**config.mk**
```make
export PLATFORM = sky130hd
export DESIGN_NAME = prog_counter_flat
export DESIGN_NICKNAME = d
export VERILOG_FILES = /design/src/rtl/cpu_pkg.sv /design/src/rtl/prog_counter_if.sv /design/src/rtl/ras_stack.sv /design/src/rtl/prog_counter.sv /design/src/flat_wrapper.sv
export SDC_FILE = /design/constraint.sdc
export NUM_CORES = 1
export LEC_CHECK = 0
export CAP_MARGIN = 10
export CORE_AREA = 2 2 83 85
export CTS_BUF_LIST = sky130_fd_sc_hd__clkbuf_4
export DETAILED_ROUTE_END_ITERATION = 8
export DIE_AREA = 0 0 85 87
export DONT_BUFFER_PORTS = 1
export PLACE_DENSITY_LB_ADDON = 0.08
export REMOVE_ABC_BUFFERS = 1
export SETUP_SLACK_MARGIN = 0.5
export SYNTH_ARGS = -nofsm -noshare
export SYNTH_HDL_FRONTEND = slang
export SYNTH_SLANG_ARGS = --single-unit
```
**constraint.sdc**
```tcl
create_clock -name clk -period 3.1 [get_ports clk]
set_input_delay 0.31 -clock clk [delete_from_list [all_inputs] [get_ports clk]]
set_output_delay 0.31 -clock clk [all_outputs]
set_load 0.05 [all_outputs]
```
**src/rtl/cpu_pkg.sv**
```systemverilog
// ---------------------------------------------------------------------------
// cpu_pkg
// Shared types and constants for the fetch-sequencing stage.
//   pc_t        : default-width program-counter value (PC_MSB+1 bits)
//   pc_state_e  : sequencer state (IDLE / RUN / DONE)
//   PC_RESET    : address loaded on reset and on start
// ---------------------------------------------------------------------------
package cpu_pkg;

    localparam int PC_MSB   = 9;
    localparam int PC_RESET = 0;

    typedef logic [PC_MSB:0] pc_t;

    typedef enum logic [1:0] {
        IDLE = 2'd0,
        RUN  = 2'd1,
        DONE = 2'd2
    } pc_state_e;

endpackage

```
**src/rtl/prog_counter_if.sv**
```systemverilog
// ---------------------------------------------------------------------------
// prog_counter_if
// Control/status bundle between the decoder side and the program counter.
//   Decoder -> PC : start, stall, branch_en, call_en, ret_en, halt, target
//   PC -> decoder : pc, running, done, ras_ovf, ras_unf
// master modport drives the control inputs; slave modport is the PC itself.
// ---------------------------------------------------------------------------
interface prog_counter_if #(
    parameter int D = 9
);
    logic         start;
    logic         stall;
    logic         branch_en;
    logic         call_en;
    logic         ret_en;
    logic         halt;
    logic [D:0]   target;
    logic [D:0]   pc;
    logic         running;
    logic         done;
    logic         ras_ovf;
    logic         ras_unf;

    modport master (
        output start, stall, branch_en, call_en, ret_en, halt, target,
        input  pc, running, done, ras_ovf, ras_unf
    );

    modport slave (
        input  start, stall, branch_en, call_en, ret_en, halt, target,
        output pc, running, done, ras_ovf, ras_unf
    );
endinterface

```
**src/rtl/ras_stack.sv**
```systemverilog
// ---------------------------------------------------------------------------
// ras_stack
// Small LIFO holding return addresses.
//   clk, rst_n : clock, asynchronous active-low reset (pointer only)
//   clr        : synchronous pointer clear (used when a new run starts)
//   push, pop  : pop wins if both are asserted; push when full and pop when
//                empty are ignored
//   data_in    : value pushed
//   data_out   : current top entry, combinational read (undefined when empty)
//   full/empty : occupancy flags decoded from the registered pointer
// DEPTH must be a power of two between 2 and 16 so the index wraps cleanly.
// ---------------------------------------------------------------------------
module ras_stack #(
    parameter int WIDTH = 10,
    parameter int DEPTH = 4
) (
    input  logic             clk,
    input  logic             rst_n,
    input  logic             clr,
    input  logic             push,
    input  logic             pop,
    input  logic [WIDTH-1:0] data_in,
    output logic [WIDTH-1:0] data_out,
    output logic             full,
    output logic             empty
);
    localparam int AW = $clog2(DEPTH);

    // Occupancy count, one bit wider than the index so full is distinguishable.
    logic [AW:0]       cnt_q;
    logic [AW:0]       cnt_d;
    logic [WIDTH-1:0]  mem [DEPTH];
    logic [AW-1:0]     wr_idx;
    logic [AW-1:0]     rd_idx;
    logic              wr_en;
    logic [DEPTH-1:0]  we_vec;

    assign full   = (cnt_q == (AW+1)'(DEPTH));
    assign empty  = (cnt_q == '0);
    assign wr_idx = cnt_q[AW-1:0];
    // Top entry sits one below the count; wraps harmlessly when empty.
    assign rd_idx = wr_idx - AW'(1);
    assign data_out = mem[rd_idx];

    assign wr_en = push && !pop && !full && !clr;

    generate
        for (genvar gi = 0; gi < DEPTH; gi++) begin : g_we
            assign we_vec[gi] = wr_en && (wr_idx == AW'(gi));
        end
    endgenerate

    always_comb begin
        cnt_d = cnt_q;
        if (clr) begin
            cnt_d = '0;
        end else if (pop) begin
            if (!empty) begin
                cnt_d = cnt_q - (AW+1)'(1);
            end
        end else if (push && !full) begin
            cnt_d = cnt_q + (AW+1)'(1);
        end
    end

    always_ff @(posedge clk or negedge rst_n) begin
        if (!rst_n) begin
            cnt_q <= '0;
        end else begin
            cnt_q <= cnt_d;
        end
    end

    // Storage carries no reset; stale entries are never read while empty.
    always_ff @(posedge clk) begin
        for (int i = 0; i < DEPTH; i++) begin
            if (we_vec[i]) begin
                mem[i] <= data_in;
            end
        end
    end

endmodule

```
**src/rtl/prog_counter.sv**
```systemverilog
// ---------------------------------------------------------------------------
// prog_counter
// Program counter and fetch sequencer with a return-address stack.
//   clk, rst_n : clock, asynchronous active-low reset
//   bus.start  : begin execution at address 0 (accepted from IDLE/DONE only)
//   bus.stall  : freeze PC, state, stack and flags for this cycle
//   bus.halt / ret_en / call_en / branch_en : next-PC selects, in that priority
//   bus.target : absolute jump/call target
//   bus.pc     : registered instruction address
//   bus.running / done : state decodes
//   bus.ras_ovf / ras_unf : sticky stack overflow / underflow flags
// All outputs come straight from flops; inputs affect pc one clock later.
// ---------------------------------------------------------------------------
module prog_counter
    import cpu_pkg::*;
#(
    parameter int D         = PC_MSB,
    parameter int RAS_DEPTH = 4,
    parameter int PROG_END  = 1023
) (
    input  logic              clk,
    input  logic              rst_n,
    prog_counter_if.slave     bus
);
    localparam int         W       = D + 1;
    localparam logic [D:0] PC_END  = W'(PROG_END);
    localparam logic [D:0] PC_ZERO = W'(PC_RESET);

    pc_state_e  state_q, state_d;
    logic [D:0] pc_q, pc_d;
    logic [D:0] pc_inc;
    logic [D:0] ras_top;
    logic       ovf_q, ovf_d;
    logic       unf_q, unf_d;
    logic       ras_push, ras_pop, ras_clr;
    logic       ras_full, ras_empty;
    logic       take_inc;

    // Wraps modulo 2^(D+1); only visible when PROG_END is below the top address.
    assign pc_inc = pc_q + W'(1);

    ras_stack #(
        .WIDTH (W),
        .DEPTH (RAS_DEPTH)
    ) u_ras (
        .clk      (clk),
        .rst_n    (rst_n),
        .clr      (ras_clr),
        .push     (ras_push),
        .pop      (ras_pop),
        .data_in  (pc_inc),
        .data_out (ras_top),
        .full     (ras_full),
        .empty    (ras_empty)
    );

    always_comb begin
        state_d  = state_q;
        pc_d     = pc_q;
        ovf_d    = ovf_q;
        unf_d    = unf_q;
        ras_push = 1'b0;
        ras_pop  = 1'b0;
        ras_clr  = 1'b0;
        take_inc = 1'b0;

        case (state_q)
            IDLE: begin
                pc_d = PC_ZERO;
                // start is honoured even when stalled.
                if (bus.start) begin
                    state_d = RUN;
                    ovf_d   = 1'b0;
                    unf_d   = 1'b0;
                    ras_clr = 1'b1;
                end
            end

            RUN: begin
                if (!bus.stall) begin
                    if (bus.halt) begin
                        state_d = DONE;
                    end else if (bus.ret_en) begin
                        // Underflow falls through as a plain increment.
                        if (ras_empty) begin
                            unf_d    = 1'b1;
                            take_inc = 1'b1;
                        end else begin
                            ras_pop = 1'b1;
                            pc_d    = ras_top;
                        end
                    end else if (bus.call_en) begin
                        // Overflow drops the push but still takes the jump.
                        if (ras_full) begin
                            ovf_d = 1'b1;
                        end else begin
                            ras_push = 1'b1;
                        end
                        pc_d = bus.target;
                    end else if (bus.branch_en) begin
                        pc_d = bus.target;
                    end else begin
                        take_inc = 1'b1;
                    end

                    // Sequential fetch past the last instruction ends the run.
                    if (take_inc) begin
                        if (pc_q == PC_END) begin
                            state_d = DONE;
                        end else begin
                            pc_d = pc_inc;
                        end
                    end
                end
            end

            DONE: begin
                if (bus.start) begin
                    state_d = RUN;
                    pc_d    = PC_ZERO;
                    ovf_d   = 1'b0;
                    unf_d   = 1'b0;
                    ras_clr = 1'b1;
                end
            end

            default: begin
                state_d = IDLE;
                pc_d    = PC_ZERO;
            end
        endcase
    end

    always_ff @(posedge clk or negedge rst_n) begin
        if (!rst_n) begin
            state_q <= IDLE;
            pc_q    <= PC_ZERO;
            ovf_q   <= 1'b0;
            unf_q   <= 1'b0;
        end else begin
            state_q <= state_d;
            pc_q    <= pc_d;
            ovf_q   <= ovf_d;
            unf_q   <= unf_d;
        end
    end

    assign bus.pc      = pc_q;
    assign bus.running = (state_q == RUN);
    assign bus.done    = (state_q == DONE);
    assign bus.ras_ovf = ovf_q;
    assign bus.ras_unf = unf_q;

endmodule

```
**src/flat_wrapper.sv**
```systemverilog
// flat-port wrapper written by rule: the top's interface ports become plain ports
module prog_counter_flat import cpu_pkg::*;
#(
    parameter int D         = PC_MSB,
    parameter int RAS_DEPTH = 4,
    parameter int PROG_END  = 1023
)
  (clk, rst_n, bus_start, bus_stall, bus_branch_en, bus_call_en, bus_ret_en, bus_halt, bus_target, bus_pc, bus_running, bus_done, bus_ras_ovf, bus_ras_unf);
  prog_counter_if #(.D(D)) bus_i ();
  input  logic clk;
  input  logic rst_n;
  input wire logic [$bits(bus_i.start)-1:0] bus_start;
  input wire logic [$bits(bus_i.stall)-1:0] bus_stall;
  input wire logic [$bits(bus_i.branch_en)-1:0] bus_branch_en;
  input wire logic [$bits(bus_i.call_en)-1:0] bus_call_en;
  input wire logic [$bits(bus_i.ret_en)-1:0] bus_ret_en;
  input wire logic [$bits(bus_i.halt)-1:0] bus_halt;
  input wire logic [$bits(bus_i.target)-1:0] bus_target;
  output wire logic [$bits(bus_i.pc)-1:0] bus_pc;
  output wire logic [$bits(bus_i.running)-1:0] bus_running;
  output wire logic [$bits(bus_i.done)-1:0] bus_done;
  output wire logic [$bits(bus_i.ras_ovf)-1:0] bus_ras_ovf;
  output wire logic [$bits(bus_i.ras_unf)-1:0] bus_ras_unf;
  assign bus_i.start = bus_start;
  assign bus_i.stall = bus_stall;
  assign bus_i.branch_en = bus_branch_en;
  assign bus_i.call_en = bus_call_en;
  assign bus_i.ret_en = bus_ret_en;
  assign bus_i.halt = bus_halt;
  assign bus_i.target = bus_target;
  assign bus_pc = bus_i.pc;
  assign bus_running = bus_i.running;
  assign bus_done = bus_i.done;
  assign bus_ras_ovf = bus_i.ras_ovf;
  assign bus_ras_unf = bus_i.ras_unf;
  prog_counter #(.D(D), .RAS_DEPTH(RAS_DEPTH), .PROG_END(PROG_END)) u_core (.clk(clk), .rst_n(rst_n), .bus(bus_i));
endmodule
```
# After elaboration in Yosys (flattened, before gate mapping)
# Memories as Yosys holds them, arrays and structs flattened.
# Cells that the tools add are included.
dict set report op_classes {
  n_eq_ne 17
  n_mux 69
  addsub 4
  n_reduce_logical 25
}
# cell n
set op_table {}
lappend op_table {{$mux W10} 12}
lappend op_table {{$mux W1} 41}
lappend op_table {{$reduce_or A10 Y1} 3}
lappend op_table {{$pmux W10 S2} 1}
lappend op_table {{$mux W2} 8}
lappend op_table {{$mux W3} 4}
lappend op_table {{$ne A2 B2 Y1 const B} 6}
lappend op_table {{$add A10 B1 Y10 const B} 1}
lappend op_table {{$eq A10 B10 Y1 const B} 1}
lappend op_table {{$logic_and A1 B1 Y1} 8}
lappend op_table {{$reduce_and A7 Y1} 1}
lappend op_table {{$eq A2 B2 Y1 const B} 3}
lappend op_table {{$ne A2 B1 Y1 const B} 3}
lappend op_table {{$reduce_and A2 Y1} 3}
lappend op_table {{$reduce_and A6 Y1} 1}
lappend op_table {{$eq A2 B1 Y1 const B} 2}
lappend op_table {{$logic_not A2 Y1} 2}
lappend op_table {{$pmux W1 S2} 2}
lappend op_table {{$pmux W2 S2} 1}
lappend op_table {{$add A3 B1 Y3 const B} 1}
lappend op_table {{$eq A3 B3 Y1 const B} 1}
lappend op_table {{$logic_not A1 Y1} 3}
lappend op_table {{$logic_not A3 Y1} 1}
lappend op_table {{$ne A3 B3 Y1 const B} 1}
lappend op_table {{other kinds (5)} 5}
dict set report word_totals {
  output_inout_bits 14
  ram_bits 40
  mem_count 1
  wordCells 121
  regBits 17
}
# name words width rd rd_clocked_by_memory_dff wr line_no
set mem_list {}
lappend mem_list {u_core.u_ras.mem 4 10 1 0 1 ras_stack.sv:32} ;# logic [WIDTH-1:0] mem [DEPTH];

# Depth between registers and ports, before layout
# Gate-level depths: netlist of run 1.
dict set report logic_depth {
  ltp_word 17
  ltp_mapped 9
  mapped_depth_nobuf 8
}

# By module
# A second synthesis of run 1 with hierarchy kept.
dict set report unflattened {
  hier_cells 229
  hier_area_um2 2964.1
}
# mod instances cells_per_inst area_per_inst_um2 seq_area_each_um2
set modules_own_cells {}
lappend modules_own_cells {ras_stack 1 85 1765.4 1276.2}
lappend modules_own_cells {prog_counter 1 144 1198.6 350.3}

# Worst setup path after synthesis of run 1
# Ideal clock, no wire load.
dict set report synth_path {
  path_kind {reg2reg}
  from {register u_core.pc_q[0] (netlist: u_core.bus.pc[0])}
  to {register u_core.pc_q[8] (netlist: u_core.bus.pc[8])}
  stages_incl_launch_ff 8
  path_buffers 1
  period_less_slack_ns 2.177
  setup_ns 0.101
  arrival_ns 2.077
  required_ns 2.999
  path_slack_ns 0.923
  path_cell_list {dfrtp_1 > ha_1 > nand2_1 > nor4_4 > or3_1 > buf_6 > nand2_4 > o311ai_2}
}
dict set report synth_between {
  elab_chain_len 5
  elab_cells_between_ends 6
  classes_between {add/sub (1); eq/ne (1); mux (4)}
}
# element line_no
set synth_rtl {}
lappend synth_rtl {{from (decl)} prog_counter.sv:30} ;# logic [D:0] pc_q, pc_d;
lappend synth_rtl {{from (signal assigned)} prog_counter.sv:142} ;# pc_q <= pc_d;
lappend synth_rtl {{$add A10 B1 Y10 or $eq A10 B10 Y1 (tied branches)} {prog_counter.sv:40, prog_counter.sv:108}}
lappend synth_rtl {{$mux W10 (*)} prog_counter.sv:108} ;# if (pc_q == PC_END) begin
lappend synth_rtl {{$mux W10 (*)} prog_counter.sv:107} ;# if (take_inc) begin
lappend synth_rtl {{$mux W10 (*)} prog_counter.sv:80} ;# if (!bus.stall) begin
lappend synth_rtl {{$pmux W10 S2 (*)} prog_counter.sv:67} ;# case (state_q)
# Mark *: on every way between the ends. The rest lies on a longest branch, timed or not. The select of a mux whose other input is x is not followed.
# A chain may end at the register's enable or synchronous reset.

# Worst setup path after layout of run 1
dict set report layout_path {
  from {register u_core.pc_q[3] (netlist: u_core.bus.pc[3])}
  to {register u_core.pc_q[3] (netlist: u_core.bus.pc[3])}
}
dict set report layout_between {
  elab_chain_len 8
  elab_cells_between_ends 11
  classes_between {add/sub (1); eq/ne (1); mux (9)}
}
# element line_no
set layout_rtl {}
lappend layout_rtl {{parallel branches: the longest is 5 deep, another holds $add A10 B1 Y10} --}
lappend layout_rtl {{$mux W10 (*)} prog_counter.sv:107}
lappend layout_rtl {{$mux W10 (*)} prog_counter.sv:80}
lappend layout_rtl {{$pmux W10 S2 (*)} prog_counter.sv:67}
# Every way passes the cells marked *. The select of a mux whose other input is x is not followed.

==> flow_summary_export.csv, run 1 <==
group,metric,value,unit
floorplanning,initial_utilization,43.5,%
setup_path,crit_path_start_kind,"register",
sta,clock_skew,0.0259,ns
logic_synthesis,synth_enable_flop_cells,40,
logic_synthesis,synth_area_per_cell,13.0,um2
power_and_ir_drop,peakVddDrop,0.000393,V
setup_path,cp-startpoint,"u_core.bus.pc[3]",
sta,final_hold_viol_count,0,
final_layout,drive_gt1_share,18.8,%
logic_synthesis,synthFlopType,"edfxtp_1",
logic_synthesis,synthCells,220,
final_layout,area_delta_synth_final,6.82,%
sta,rsz0062_at_grt,"no",
sta,slew_headroom,38.5,%
setup_path,cp.required,3.40,ns
logic_synthesis,synth_top_family_by_area,"simple AND/OR/NAND/NOR gates",
worst_hold_path,hp-start,"bus_stall",
floorplanning,coreArea,6570,um2
global_routing,grt_first_pass_wirelength,9710,um
sta,setup_tns,0,ns
global_routing,grt.overflow.total,0,
final_layout,num-fill-cells,587,
setup_path,cp-end-kind,"register",
power_and_ir_drop,total_power,2.27,mW
worst_hold_path,hold_class,"primary input to register",
final_layout,multiInputGateArea,1140,um2
placement,place_inst,298,
logic_synthesis,yosysSeqAreaShare,56.9,%
logic_synthesis,synth_seq_cells,57,
sta,fmax,437,MHz
floorplanning,die_w,85,um
placement,post-place-ws,0.839,ns
logic_synthesis,synth_compound_area_share,11.5,%
setup_path,critPathKind,"register to register",
drt,drt_pass1_iterations,4,
clock_tree,cts.path.max_buffers,2,
clock_tree,cts_buffers,9,
final_layout,final_util,46.5,%
global_routing,antenna_found_initial,0,
clock_tree,cts.clk_slew.worst_paths,0.11,ns
global_routing,grt_pass1_vias,1832,
clock_tree,clockRootBuffer,"clkbuf_4",
sta,setup_violations,0,
drt,route.antenna.remaining_nets,0,
final_layout,fin_area,3060,um2
logic_synthesis,syn_area,2860,um2
logic_synthesis,ys_types,55,
clock_tree,tritoncts,"yes",
final_layout,antenna_cells,0,
placement,dp_hpwl,4510,um
sta,layout_worst_path_cycle_share,73.8,%
sta,whs,0.0906,ns
final_layout,final_nets,254,
logic_synthesis,yosysTopAreaCell,"edfxtp_1",
placement,numPortBuffers,0,
power_and_ir_drop,power_leakage,1.14,nW
global_routing,track_usage,18.0,%
drt,vias,1871,
drt,wl_per_cell,20.2,um
logic_synthesis,yosys.area_share.adder,2.89,%
clock_tree,cts_num_sinks,57,
floorplanning,num_rows,30,
drt,viasPerCell,5.96,
power_and_ir_drop,power.density,743,nW/um2
drt,route.detailed.drc,0,
logic_synthesis,synth_commonest_cells,"40 x edfxtp_1, 18 x nor2_1, 17 x dfrtp_1, 16 x nand2_1, 10 x mux4_2",
status,status,"finished clean",
final_layout,seqCellArea,1630,um2
sta,tightest_slew,0.921,ns
logic_synthesis,synthSimpleGateAreaFrac,14.8,%
logic_synthesis,synth.area.mux_share,8.57,%
setup_path,ff2ff_setup_slack,0.81,ns
logic_synthesis,synth_xor_area_share,2.14,%
logic_synthesis,synth-async-reset-ratio,29.8,%
floorplanning,floorplan.die_area,7400,um2
clock_tree,h-tree-depth,3,
setup_path,crit_fanout,9,
placement,placed_area,2940,um2
logic_synthesis,synth_top_area_share,42.0,%
flow_run,cap_violations,0,
floorplanning,ioPinCount,32,
logic_synthesis,synthTopCellsByArea,"edfxtp_1 42%, dfrtp_1 15%, mux4_2 7.9%, nor2_1 2.4%, ha_1 2.2%",
logic_synthesis,yosysWarnings,0,
sta,min_period,2.29,ns
sta,slew_violations,0,
drt,drt_iter0_drc,117,
logic_synthesis,synth_most_common_cell,"edfxtp_1",
floorplanning,die-height,87,um
final_layout,finalNonFillerCells,314,
drt,wirelength,6340,um
clock_tree,clkLatencyLatePin,0.40,ns
sta,fin_ws,0.813,ns
setup_path,timing.rr.start,"u_core.bus.pc[3]",
global_routing,grt_max_degree,18,
setup_path,crit_arrival,2.59,ns
placement,place_congestion,0.805,
## placed cells by master, fill, tap and decap left out, types with 2 or more instances in the layout
master,count
a41oi_1,2
o31ai_1,2
nand2_1,16
a21o_1,5
o21ai_0,5
edfxtp_1,40
ha_1,5
o22ai_1,2
or2_2,5
o221ai_1,3
a211oi_1,2
o22a_1,2
a21oi_1,6
mux4_2,10
nand3_1,8
mux2i_1,2
a31oi_1,5
or3_1,2
nor3_1,5
and2_1,5
xnor2_1,4
xor2_1,3
nor2b_1,3
clkinv_2,2
buf_4,6
dfrtp_1,17
nand2b_1,2
o211ai_1,3
nor2_1,18
inv_1,8
clkbuf_4,11
## sequential cells by signal (all words and copies together) (netlist names)
register,cells
u_core.u_ras.mem,40
u_core.bus.pc,10
u_core.u_ras.cnt_q,3
u_core.state_q,2
u_core.bus.ras_ovf,1
u_core.bus.ras_unf,1
## layer usage
metal  track usage [%]  share of wire [%]
met3              4.17                6.0
met2              29.7                 50
met4              8.95                1.8
met5                 0                  0
met1              22.4                 42
## cell families (layout without fill, tap and decap cells)
logic type | count (synthesis) | after routing
compound gates | 45 | 45
xor+xnor | 7 | 7
fa+ha+maj | 6 | 6
buf+inv | 16 | 30
flops | 57 | 57
mux | 12 | 12
simple gates | 77 | 77
## worst paths after layout
check                      cells past startpoint                    end
min reg2reg                                    2  u_core.u_ras.cnt_q[1]
min                                            2      u_core.state_q[0]
max in group asynchronous                      1       u_core.bus.pc[4]
max                                            5       u_core.bus.pc[3]
max reg2reg                                    5       u_core.bus.pc[3]
min in group asynchronous                      1       u_core.bus.pc[0]
## worst max-delay path, stage by stage, from the launching register on
cell and delay (ns):
dfrtp_1 0.79, nand3_2 0.23, nor4_4 0.41, or3_1 0.40, a21oi_1 0.14, o31ai_2 0.24
## where the power goes
part / total (mW) / internal [mW] / switching (mW)
logic: 0.775 / 0.289 / 0.487
registers: 1.06 / 0.908 / 0.149
clock network: 0.439 / 0.174 / 0.266
## final cells by class
cell class / instances / share of cell area (%)
Timing Repair Buffer: 7 / 1.80
Tap cell: 80 / 3.28
Clock buffer: 11 / 2.70
Clock inverter: 4 / 0.696
Inverter: 8 / 0.983
Sequential cell: 57 / 53.2
Multi-Input combinational cell: 147 / 37.3
## timing repair
| item | 4_1_cts | 5_1_grt |
|---|---|---|
| setup buffers | 0 | 0 |
| resized for setup | 0 | 0 |
| hold endpoints to repair | 17 | 0 |
| hold buffers | 1 | 0 |
Note: power is estimated with default switching activity, not from simulation.
==> inputs of run 2 (changes only) <==
==> constraint.sdc (replaced) <==
create_clock -name clk -period 2 [get_ports clk]
set_input_delay 0.2 -clock clk [delete_from_list [all_inputs] [get_ports clk]]
set_output_delay 0.2 -clock clk [all_outputs]
set_load 0.05 [all_outputs]
==> flow_summary_export.csv, run 2 (synthesis gave the netlist of run 1 again) <==
group,metric,value,unit
clock_tree,tritoncts,"yes",
power_and_ir_drop,peakVddDrop,0.000725,V
setup_path,crit_fanout,2,
final_layout,largest_register_ffs,40,
setup_path,critPathSlowestCell,"dfrtp_1",
sta,final_hold_viol_count,0,
drt,route.detailed.drc,0,
final_layout,final_common_cell,"edfxtp_1",
floorplanning,die-height,87,um
placement,place_inst,321,
final_layout,final_util,60.0,%
clock_tree,clkLatencyLatePin,0.39,ns
final_layout,num-fill-cells,510,
setup_path,slowest_delay,0.43,ns
floorplanning,die_w,85,um
worst_hold_path,hold_path_end,"u_core.bus.pc[1]",
setup_path,crit_path_start_kind,"register",
global_routing,track_usage,21.7,%
sta,clock_skew,0.0146,ns
setup_path,ff2ff_setup_slack,0.24,ns
clock_tree,cts_buffers,9,
drt,route.antenna.remaining_nets,0,
power_and_ir_drop,total_power,4.38,mW
final_layout,drive_gt1_share,49.0,%
placement,numPortBuffers,0,
final_layout,finalNonFillerCells,370,
flow_run,cap_violations,0,
floorplanning,ioPinCount,32,
sta,min_period,1.76,ns
floorplanning,initial_utilization,43.5,%
placement,dp_hpwl,4790,um
drt,wirelength,7550,um
final_layout,final_cell_mix,"40 x edfxtp_1, 35 x buf_4, 15 x dfrtp_1",
setup_path,cp-end-kind,"register",
global_routing,grt.overflow.total,0,
sta,layout_worst_path_cycle_share,88.0,%
drt,vias,2100,
sta,setup_violations,0,
setup_path,cp_cell_sequence,"nor4b_4 -> nand3_2 -> fa_2 -> mux2i_1 -> xnor2_1 -> nor2_1",
placement,place_congestion,0.856,
clock_tree,cts.path.max_buffers,2,
worst_hold_path,hp-start,"bus_halt",
setup_path,path_buf_inv,0,
final_layout,multiInputGateArea,1370,um2
clock_tree,clockRootBuffer,"clkbuf_4",
final_layout,antenna_cells,0,
setup_path,path_delay_family,"simple AND/OR/NAND/NOR gates",
power_and_ir_drop,power_leakage,1.52,nW
drt,viasPerCell,5.68,
final_layout,area_delta_synth_final,37.9,%
setup_path,timing.rr.start,"u_core.state_q[1]",
clock_tree,cts_num_sinks,57,
drt,drt_iter0_drc,119,
drt,wl_per_cell,20.4,um
floorplanning,num_rows,30,
sta,fmax,568,MHz
clock_tree,h-tree-depth,3,
setup_path,r2r-end,"u_core.u_ras.cnt_q[2]",
sta,slew_violations,0,
sta,rsz0062_at_grt,"yes",
final_layout,largest-register,"u_core.u_ras.mem",
sta,setup_tns,0,ns
global_routing,grt_max_degree,18,
setup_path,r2r_cells,6,
setup_path,crit_arrival,2.03,ns
setup_path,cp.required,2.27,ns
worst_hold_path,min_path_cells,3,
drt,drt_pass1_iterations,4,
final_layout,seqCellArea,1630,um2
power_and_ir_drop,power.density,1110,nW/um2
sta,tightest_slew,0.841,ns
global_routing,grt_first_pass_wirelength,11700,um
status,status,"finished clean",
global_routing,grt_pass1_vias,2156,
worst_hold_path,hold_class,"primary input to register",
setup_path,critPathKind,"register to register",
global_routing,antenna_found_initial,0,
sta,slew_headroom,43.8,%
clock_tree,cts.clk_slew.worst_paths,0.11,ns
final_layout,fin_area,3940,um2
floorplanning,coreArea,6570,um2
floorplanning,floorplan.die_area,7400,um2
final_layout,final_nets,309,
placement,placed_area,3160,um2
==> run 2: cell types whose count changed in the layout (fill, tap and decap cells not counted), sizes merged <==
cell         previous run  this run
dlygate4sd3             1         4
buf                     6        57
clkinv                  3         4
inv                     8         9
clkinvlp                1         2
clkbuf                 11         9
or3                     2         3
==> run 2: what timing repair did <==
action	CTS	global route
gates resized for setup	44	38
hold endpoints to repair	18	3
gates cloned	6	0
pin swaps	13	17
setup buffers	17	6
hold buffers	2	2
setup endpoints to repair	73	82
==> run 2: final cells by class <==
cell class	count	area share, %
clock buffers	9	1.71
well taps	80	2.54
inverters	8	0.825
clock inverters	7	1.17
flip-flops and latches	57	41.3
multi-input cells	148	34.7
repair buffers	61	17.7
==> run 2: metrics by stage <==
stage	hold WS, ns	setup slack (ns)
2_1_floorplan	-0.0956	-0.367
5_1_grt	0.00451	0.139
6_report	0.0327	0.240
4_1_cts	0.00283	0.161
3_5_place_dp	-0.0952	0.0714
3_3_place_gp	-0.0951	0.138
==> run 2: worst reg2reg max path: cells and delay by family, from the launching register on <==
kind / cells / cell delay (ns)
xor+xnor: 1 / 0.16
fa+ha+maj: 1 / 0.36
flops: 1 / 0.43
mux: 1 / 0.19
simple gates: 3 / 0.50
==> run 2: power by group <==
group	internal [mW]	leakage (nW)	switching (mW)
logic	1.02	0.865	1.11
registers	1.41	0.596	0.121
clock network	0.253	0.0597	0.469
total	2.68	1.52	1.70
==> run 2: worst max path at each step <==
stage	startpoint	endpoint	slack, ns	depth (start not counted)
floorplan	u_core.u_ras.cnt_q[0]	u_core.u_ras.cnt_q[2]	-0.37	8
global placement	u_core.u_ras.cnt_q[0]	u_core.bus.pc[5]	0.14	7
detailed placement	u_core.u_ras.cnt_q[1]	u_core.bus.pc[3]	0.07	7
CTS	u_core.state_q[1]	u_core.u_ras.cnt_q[2]	0.16	6
global route	u_core.bus.pc[8]	u_core.bus.pc[0]	0.14	7
finish	u_core.state_q[1]	u_core.u_ras.cnt_q[2]	0.24	6
==> run 2: layer usage <==
metal	routed length [um]	global-route usage, %	up-vias
met1	3190	27.7	1062
met4	130	7.79	0
met2	3880	35.6	56
li1	-	-	972
met3	356	5.97	10
met5	0	0	-
